[config.mk]
export PLATFORM = sky130hd
export DESIGN_NAME = spi_ram_flat
export DESIGN_NICKNAME = d
export VERILOG_FILES = /design/src/rtl/spi_mem_pkg.sv /design/src/rtl/spi_ram_if.sv /design/src/rtl/spi_ram_array.sv /design/src/rtl/spi_ram.sv /design/src/flat_wrapper.sv
export SDC_FILE = /design/constraint.sdc
export NUM_CORES = 2
export LEC_CHECK = 0
export ABC_CLOCK_PERIOD_IN_PS = 2900
export CELL_PAD_IN_SITES_DETAIL_PLACEMENT = 0
export CELL_PAD_IN_SITES_GLOBAL_PLACEMENT = 1
export CORE_MARGIN = 2
export CORE_UTILIZATION = 55
export CTS_CLUSTER_SIZE = 12
export DETAILED_ROUTE_END_ITERATION = 12
export GPL_TIMING_DRIVEN = 1
export PLACE_DENSITY_LB_ADDON = 0.1
export SLEW_MARGIN = 20
export SYNTH_ARGS = -nofsm -noshare
export SYNTH_HDL_FRONTEND = slang
export SYNTH_SLANG_ARGS = --single-unit
[constraint.sdc]
create_clock -name clk -period 2.9 [get_ports clk]
set_clock_uncertainty 0.15 [all_clocks]
set_input_delay 0.58 -clock clk [delete_from_list [all_inputs] [get_ports clk]]
set_output_delay 0.58 -clock clk [all_outputs]
set_load 0.005 [all_outputs]
[src/rtl/spi_mem_pkg.sv]
// rtl/spi_mem_pkg.sv - shared command encoding and sizing for the SPI memory back end
package spi_mem_pkg;

    localparam int MEM_DEPTH = 256;
    localparam int ADDR_SIZE = 8;

    typedef logic [1:0] spi_cmd_t;

    localparam spi_cmd_t CMD_WR_ADDR = 2'b00;
    localparam spi_cmd_t CMD_WR_DATA = 2'b01;
    localparam spi_cmd_t CMD_RD_ADDR = 2'b10;
    localparam spi_cmd_t CMD_RD_DATA = 2'b11;

endpackage

[src/rtl/spi_ram_if.sv]
// rtl/spi_ram_if.sv - command/read-data link between SPI slave and RAM back end
interface spi_ram_if;

    logic       rx_valid;
    logic [9:0] rx_data;
    logic [7:0] tx_data;
    logic       tx_valid;

    modport master (output rx_valid, output rx_data, input tx_data, input tx_valid);
    modport slave  (input rx_valid, input rx_data, output tx_data, output tx_valid);

endinterface

[src/rtl/spi_ram_array.sv]
// rtl/spi_ram_array.sv - byte storage with synchronous write and registered read
module spi_ram_array #(
    parameter int MEM_DEPTH = 256,
    parameter int ADDR_SIZE = 8
) (
    input  logic                 clk,
    input  logic                 rst_n,
    input  logic                 wr_en,
    input  logic [ADDR_SIZE-1:0] wr_addr,
    input  logic [7:0]           wr_data,
    input  logic                 rd_en,
    input  logic [ADDR_SIZE-1:0] rd_addr,
    output logic [7:0]           rd_data
);

    logic [7:0] mem [MEM_DEPTH];

    // Storage has no reset so it can map onto a plain RAM macro.
    always_ff @(posedge clk) begin
        if (wr_en) begin
            mem[wr_addr] <= wr_data;
        end
    end

    always_ff @(posedge clk or negedge rst_n) begin
        if (!rst_n) begin
            rd_data <= '0;
        end else if (rd_en) begin
            rd_data <= mem[rd_addr];
        end
    end

endmodule

[src/rtl/spi_ram.sv]
// rtl/spi_ram.sv - executes SPI slave commands against a single-port byte RAM
module spi_ram
    import spi_mem_pkg::*;
#(
    parameter int MEM_DEPTH = spi_mem_pkg::MEM_DEPTH,
    parameter int ADDR_SIZE = spi_mem_pkg::ADDR_SIZE
) (
    input  logic        clk,
    input  logic        rst_n,
    spi_ram_if.slave    bus
);

    spi_cmd_t             cmd;
    logic [7:0]           payload;
    logic [ADDR_SIZE-1:0] wr_addr;
    logic [ADDR_SIZE-1:0] rd_addr;
    logic                 tx_valid_q;
    logic                 wr_en;
    logic                 rd_en;

    assign cmd     = spi_cmd_t'(bus.rx_data[9:8]);
    assign payload = bus.rx_data[7:0];
    assign wr_en   = bus.rx_valid && (cmd == CMD_WR_DATA);
    assign rd_en   = bus.rx_valid && (cmd == CMD_RD_DATA);

    always_ff @(posedge clk or negedge rst_n) begin
        if (!rst_n) begin
            wr_addr    <= '0;
            rd_addr    <= '0;
            tx_valid_q <= 1'b0;
        end else if (bus.rx_valid) begin
            case (cmd)
                CMD_WR_ADDR: wr_addr <= payload[ADDR_SIZE-1:0];
                CMD_RD_ADDR: rd_addr <= payload[ADDR_SIZE-1:0];
                default:     ;
            endcase
            // Any accepted non-read command retires the previous read result.
            tx_valid_q <= rd_en;
        end
    end

    spi_ram_array #(
        .MEM_DEPTH (MEM_DEPTH),
        .ADDR_SIZE (ADDR_SIZE)
    ) u_array (
        .clk     (clk),
        .rst_n   (rst_n),
        .wr_en   (wr_en),
        .wr_addr (wr_addr),
        .wr_data (payload),
        .rd_en   (rd_en),
        .rd_addr (rd_addr),
        .rd_data (bus.tx_data)
    );

    assign bus.tx_valid = tx_valid_q;

endmodule

[src/flat_wrapper.sv]
// flat-port wrapper written by rule: the top's interface ports become plain ports
module spi_ram_flat import spi_mem_pkg::*;
#(
    parameter int MEM_DEPTH = spi_mem_pkg::MEM_DEPTH,
    parameter int ADDR_SIZE = spi_mem_pkg::ADDR_SIZE
)
  (clk, rst_n, bus_rx_valid, bus_rx_data, bus_tx_data, bus_tx_valid);
  spi_ram_if bus_i ();
  input  logic clk;
  input  logic rst_n;
  input wire logic [$bits(bus_i.rx_valid)-1:0] bus_rx_valid;
  input wire logic [$bits(bus_i.rx_data)-1:0] bus_rx_data;
  output wire logic [$bits(bus_i.tx_data)-1:0] bus_tx_data;
  output wire logic [$bits(bus_i.tx_valid)-1:0] bus_tx_valid;
  assign bus_i.rx_valid = bus_rx_valid;
  assign bus_i.rx_data = bus_rx_data;
  assign bus_tx_data = bus_i.tx_data;
  assign bus_tx_valid = bus_i.tx_valid;
  spi_ram #(.MEM_DEPTH(MEM_DEPTH), .ADDR_SIZE(ADDR_SIZE)) u_core (.clk(clk), .rst_n(rst_n), .bus(bus_i));
endmodule
==> results.py <==
metrics = {
    "floorplan": {
        "num_rows": 141,
        "ios": 22,
        "core_sq_mm": 0.147,
        "die_area_sq_mm": 0.151,
        "start_util": 0.552,
        "die_w_um": 388,
        "dieHeight_um": 388,
    },
    "detailed_routing": {
        "detail-route-antenna-nets": 0,
        "vias": 44800,
        "drc": 0,
        "via_per_inst": 6.30,
        "dr.pass1.iters": 5,
        "wl_per_cell_um": 32.2,
        "wl_um": 229000,
        "drt_iter0_drc": 5180,
    },
    "timing": {
        "rsz0062_at_grt": "true",
        "hold_viol": 0,
        "fin_crit_ns": 3.07,
        "finalCritPeriodShare": 1.06,
        "timing.fmax_ghz": 0.326,
        "finalSetupTns_ns": -1.04,
        "max_slew_margin": 0.418,
        "setup_viol": 8,
        "setup_ws_ns": -0.171,
        "tightest_slew_ns": 0.873,
        "maxSlewViolCount": 0,
    },
    "yosys": {
        "synth_ff_type": "edfxtp_1",
        "yosysSeqAreaShare": 0.764,
        "synthDistinctLibCells": 64,
        "synth-seq-cells": 2073,
        "synth_edf_count": 2048,
        "synth.net_count": 4129,
        "synth_area_sq_mm": 0.0813,
        "ys_warn_count": 0,
        "postSynth.asyncResetShare": 0.0121,
        "synth_cells": 4116,
        "syn_area_per_cell_sq_um": 19.7,
    },
    "worst_setup_path": {
        "startpoint": "u_core.rd_addr[0]$_DFFE_PN0P_",
        "cp-start-kind": "flop",
        "cp-end-kind": "flop",
        "path_max_fanout": 7,
        "r2r_start": "u_core.rd_addr[0]$_DFFE_PN0P_",
        "crit_type": "flop to flop",
        "cp.arrival_ns": 3.68,
        "worstPathRequired_ns": 3.51,
    },
    "global_routing": {
        "antenna_found_initial": 9,
        "grtUsageTotal": 0.305,
        "first_global_vias": 43700,
        "globalRouteOverflowTotal": 0,
        "grt_start_max_net_pins": 91,
        "grt_pass1_wl_um": 324000,
    },
    "clock_network": {
        "clock_sink_count": 2073,
        "clock_latency_ns": 0.81,
        "path_clk_slew_ns": 0.06,
        "clockRootBuffer": "clkbuf_16",
        "tritoncts": "done",
        "cts_buffers": 208,
        "cts.path.max_buffers": 3,
        "htree_levels": 4,
    },
    "placed_design": {
        "placedInstanceArea_sq_mm": 0.0900,
        "place_congestion": 0.891,
        "io_buffer_count": 21,
        "dp_hpwl_um": 152000,
    },
    "cells_and_area": {
        "final_common_cell": "edfxtp_1",
        "multi_input_area_sq_mm": 0.0184,
        "seqCellArea_sq_mm": 0.0621,
        "final_area_sq_mm": 0.0982,
        "final_cell_mix": "edfxtp_1 (2,048), buf_4 (773), mux2i_1 (392)",
        "fillerInstances": 9769,
        "fin_nets": 5037,
        "drive_gt1_frac": 0.329,
        "area_growth_pct": 20.8,
    },
    "power_and_ir_drop": {
        "swShare": 0.258,
        "power_uw": 70500,
        "power.share.sequential": 0.473,
        "power_density_mw_per_mm2": 718,
        "p_int_uw": 52400,
        "p_switching_uw": 18200,
        "ir_worst_vdd_v": 0.000571,
        "p_comb_frac": 0.179,
        "clockPowerShare": 0.348,
        "p_leak_uw": 0.0332,
    },
    "hold_path": {
        "min_path_type": "input port to flop",
        "hold_start": "bus_rx_data[6]",
    },
    "status": {
        "violations": "setup timing",
        "outcome": "complete, but fails checks",
    },
    "job": {
        "drv_cap": 0,
    },
}
==> per-stage QoR <==
stage	utilization	worst slack, ns	hold slack [ns]	instances
2_1_floorplan	-	0.405	0.134	4116
3_3_place_gp	0.611	-1.10	0.375	6684
3_5_place_dp	0.611	-0.811	0.382	6684
4_1_cts	0.664	-0.135	0.0538	7090
5_1_grt	0.667	-0.199	0.0771	7099
6_report	0.667	-0.171	0.104	7101
==> worst paths after layout <==
check / depth (start not counted) / to / slack (ns)
max: 11 / u_core.u_array.rd_data[6]$_DFFE_PN0P_ / -0.17
min: 1 / u_core.u_array.mem[128][6]$_DFFE_PP_ / 0.10
max reg2reg: 11 / u_core.u_array.rd_data[6]$_DFFE_PN0P_ / -0.17
min reg2reg: 2 / u_core.bus.tx_valid$_DFFE_PN0P_ / 0.39
max in group asynchronous: 2 / u_core.rd_addr[1]$_DFFE_PN0P_ / 1.68
min in group asynchronous: 2 / u_core.bus.tx_valid$_DFFE_PN0P_ / 0.25
==> state kept, by name (all words and copies together), names as in the netlist <==
name	count
u_core.u_array.mem	2048
u_core.rd_addr	8
u_core.u_array.rd_data	8
u_core.wr_addr	8
u_core.bus.tx_valid	1
==> repair_timing <==
action,4_1_cts,5_1_grt
gates cloned,8,1
gates resized for setup,224,68
hold buffers,1,0
setup buffers,46,13
pin swaps,49,31
endpoints found under the setup margin,8,8
endpoints found under the hold margin,25,0
==> metal layers <==
layer | vias up | wire, um | GRT usage
met5 | - | 45 | 0
met4 | 8 | 7050 | 0.0964
met3 | 338 | 20700 | 0.0613
met2 | 2168 | 107000 | 0.469
met1 | 23500 | 93600 | 0.445
li1 | 18800 | - | -
==> layout make-up <==
type,instances,area share
multi-input cells,1780,0.187
repair buffers,954,0.0927
diodes,2,0.0000510
well taps,1930,0.0246
inverters,7,0.000344
flip-flops and latches,2073,0.633
clock inverters,73,0.00488
clock buffers,282,0.0572
==> synth_stat cells, drive strengths merged (4+ instances only) <==
master	instances	area share
or3	13	0.0010
edfxtp	2048	0.76
a2111oi	23	0.0029
clkbuf	98	0.0045
nand3	34	0.0021
nor3	20	0.0013
o221ai	61	0.0068
inv	5	0.00023
mux2i	398	0.049
nor4	8	0.00062
nand2b	7	0.00054
a31oi	11	0.00085
mux2	25	0.0035
nand3b	4	0.00037
nor2b	12	0.00092
nand4	8	0.00062
o2111ai	4	0.00043
a22oi	20	0.0018
o21ai	62	0.0038
a211oi	51	0.0047
buf	158	0.019
and2	6	0.00046
mux4	318	0.089
a21oi	70	0.0043
and3	4	0.00031
dfrtp	25	0.0077
a211o	4	0.00043
nand2	133	0.0062
nor2	287	0.013
o22ai	128	0.0099
a221oi	38	0.0041
==> logic make-up (layout without fill, tap and decap cells) <==
kind of cell / count (synthesis) / after routing / synth area share
mux: 741 / 741 / 0.141
other cells: 0 / 2 / 0
buf+inv: 263 / 1316 / 0.0235
flops: 2073 / 2073 / 0.764
simple gates: 547 / 547 / 0.0287
compound gates: 492 / 492 / 0.0423
==> worst max-delay path, cell delays in order (launching register included) <==
cell       delay, ns
dfrtp_4         0.48
buf_12          0.19
bufbuf_16       0.30
nor2_4          0.08
buf_4           0.16
buf_4           0.15
buf_4           0.15
a221oi_1        0.23
o21ai_0         0.18
a221oi_2        0.56
o2111a_1        0.28
a211o_1         0.10
==> power by group through the flow <==
| stage | Clock [uW] | Sequential (uW) | Combinational, uW |
|---|---|---|---|
| after detailed placement | 0 | 34000 | 11300 |
| after CTS | 24800 | 33300 | 12400 |
| after floorplan | 0 | 33800 | 5910 |
| after global placement | 0 | 34000 | 11200 |
| final | 24600 | 33300 | 12700 |
| after global routing | 26000 | 33300 | 13100 |
(Power assumes the default switching activity.)
==> RTL change: new RTL, same flow settings <==
Make the reset (`rst_n`) synchronous in 2 clocked blocks.
--- a/src/rtl/spi_ram_array.sv
+++ b/src/rtl/spi_ram_array.sv
@@ -23,5 +23,5 @@
     end
 
-    always_ff @(posedge clk or negedge rst_n) begin
+    always_ff @(posedge clk) begin
         if (!rst_n) begin
             rd_data <= '0;
--- a/src/rtl/spi_ram.sv
+++ b/src/rtl/spi_ram.sv
@@ -24,5 +24,5 @@
     assign rd_en   = bus.rx_valid && (cmd == CMD_RD_DATA);
 
-    always_ff @(posedge clk or negedge rst_n) begin
+    always_ff @(posedge clk) begin
         if (!rst_n) begin
             wr_addr    <= '0;
Function: not settled (the Yosys comparison gave no result); the edit may change what the design does.
==> RTL change against the unedited design <==
- the flow still finishes with violations (negative setup slack)
- routed wire length is 0.70% lower
- critical path depth is 3 lower
- design area is 1.2% lower
- worst setup slack better by 0.10 ns
- die area hardly changed
- utilization is 0.74 points lower
- sequential cell count stayed put
- first-iteration DRC count is 16% higher
- area after synthesis hardly changed
- highest routed layer unchanged
Power is not compared: it rests on default switching activity, and its combinational part moved more than twofold at a synthesized area within 25%.
==> RTL change: results <==
[layout]
clock_area_frac = 0.0632
buf_share = 0.0856
final_nets = 4800
instances_no_fill = 6855
clkbuf_count = 275
n_antenna_cell = 6
nNonClkBuffers = 890

[route]
viasPerCell = 6.46
post_drt_wl_per_cell_um = 33.1

[timing]
setup_viol = 6
max-slew-margin-rel = 0.386
setup_slack_ns = -0.0659
holdWs_ns = 0.0605

[place]
place_ws_ns = -0.920

[logic_synthesis]
synth_area_leaders = "edfxtp_1 (76%), mux4_2 (11%), mux2i_1 (3.0%)"
ys_types = 79
syn-num-nets = 3946
synth_compound_area_frac = 0.0328

[outcome]
violations = "negative setup slack"
status = "finished with violations"

[global_route]
grt_pass1_vias = 44114
grt_pass1_wl_um = 321000

[critical_path]
critPathMaxStageDelay_ns = 0.54
crit_family = "multiplexers"
worstReg2RegEnd = "u_core.u_array.rd_data[6]$_SDFFE_PN0P_"
reg2reg_from = "u_core.rd_addr[0]$_SDFFE_PN0P_"

[worst_hold_path]
min_from = "bus_rx_data[7]"

[cts]
cts_setup_buffers = 36
## RTL change: changes by cell type after synthesis, moves of 17 or more
cell,unedited run,this run
mux4_1,11,34
nand2_1,132,103
nor2b_1,12,29
a22oi_1,20,51
a21oi_1,70,45
dfxtp_1,0,25
o21ai_0,62,25
mux4_2,307,387
o221ai_1,58,38
dfrtp_1,25,0
o22ai_1,127,78
a211oi_1,51,29
a221oi_1,38,2
mux2i_1,398,246
## RTL change: worst max path at each step
stage	cells past startpoint	endpoint	slack [ns]	startpoint
after detailed placement	10	u_core.u_array.rd_data[5]$_SDFFE_PN0P_	-0.92	bus_rx_data[8]
after CTS	9	u_core.u_array.rd_data[7]$_SDFFE_PN0P_	-0.04	u_core.rd_addr[0]$_SDFFE_PN0P_
after global placement	10	u_core.u_array.rd_data[5]$_SDFFE_PN0P_	-0.91	bus_rx_data[8]
after floorplan	6	u_core.u_array.mem[101][0]$_DFFE_PP_	0.37	bus_rx_data[9]
final	8	u_core.u_array.rd_data[6]$_SDFFE_PN0P_	-0.07	u_core.rd_addr[0]$_SDFFE_PN0P_
after global routing	9	u_core.u_array.rd_data[1]$_SDFFE_PN0P_	-0.1	u_core.rd_addr[6]$_SDFFE_PN0P_
## RTL change: metal layers
metal  vias up  part of all wire
li1      18041                 -
met1     23240              0.40
met2      2616              0.47
met3       369              0.10
met4         4             0.029
met5         -           0.00011
## RTL change: power groups by stage
stage / Clock [mW] / Combinational [mW] / Sequential, mW
after CTS: 25.0 / 2.52 / 33.0
after global routing: 26.1 / 2.70 / 32.9
after global placement: 0 / 2.33 / 33.6
after detailed placement: 0 / 2.39 / 33.6
final: 24.7 / 2.59 / 33.0
after floorplan: 0 / 1.02 / 33.6
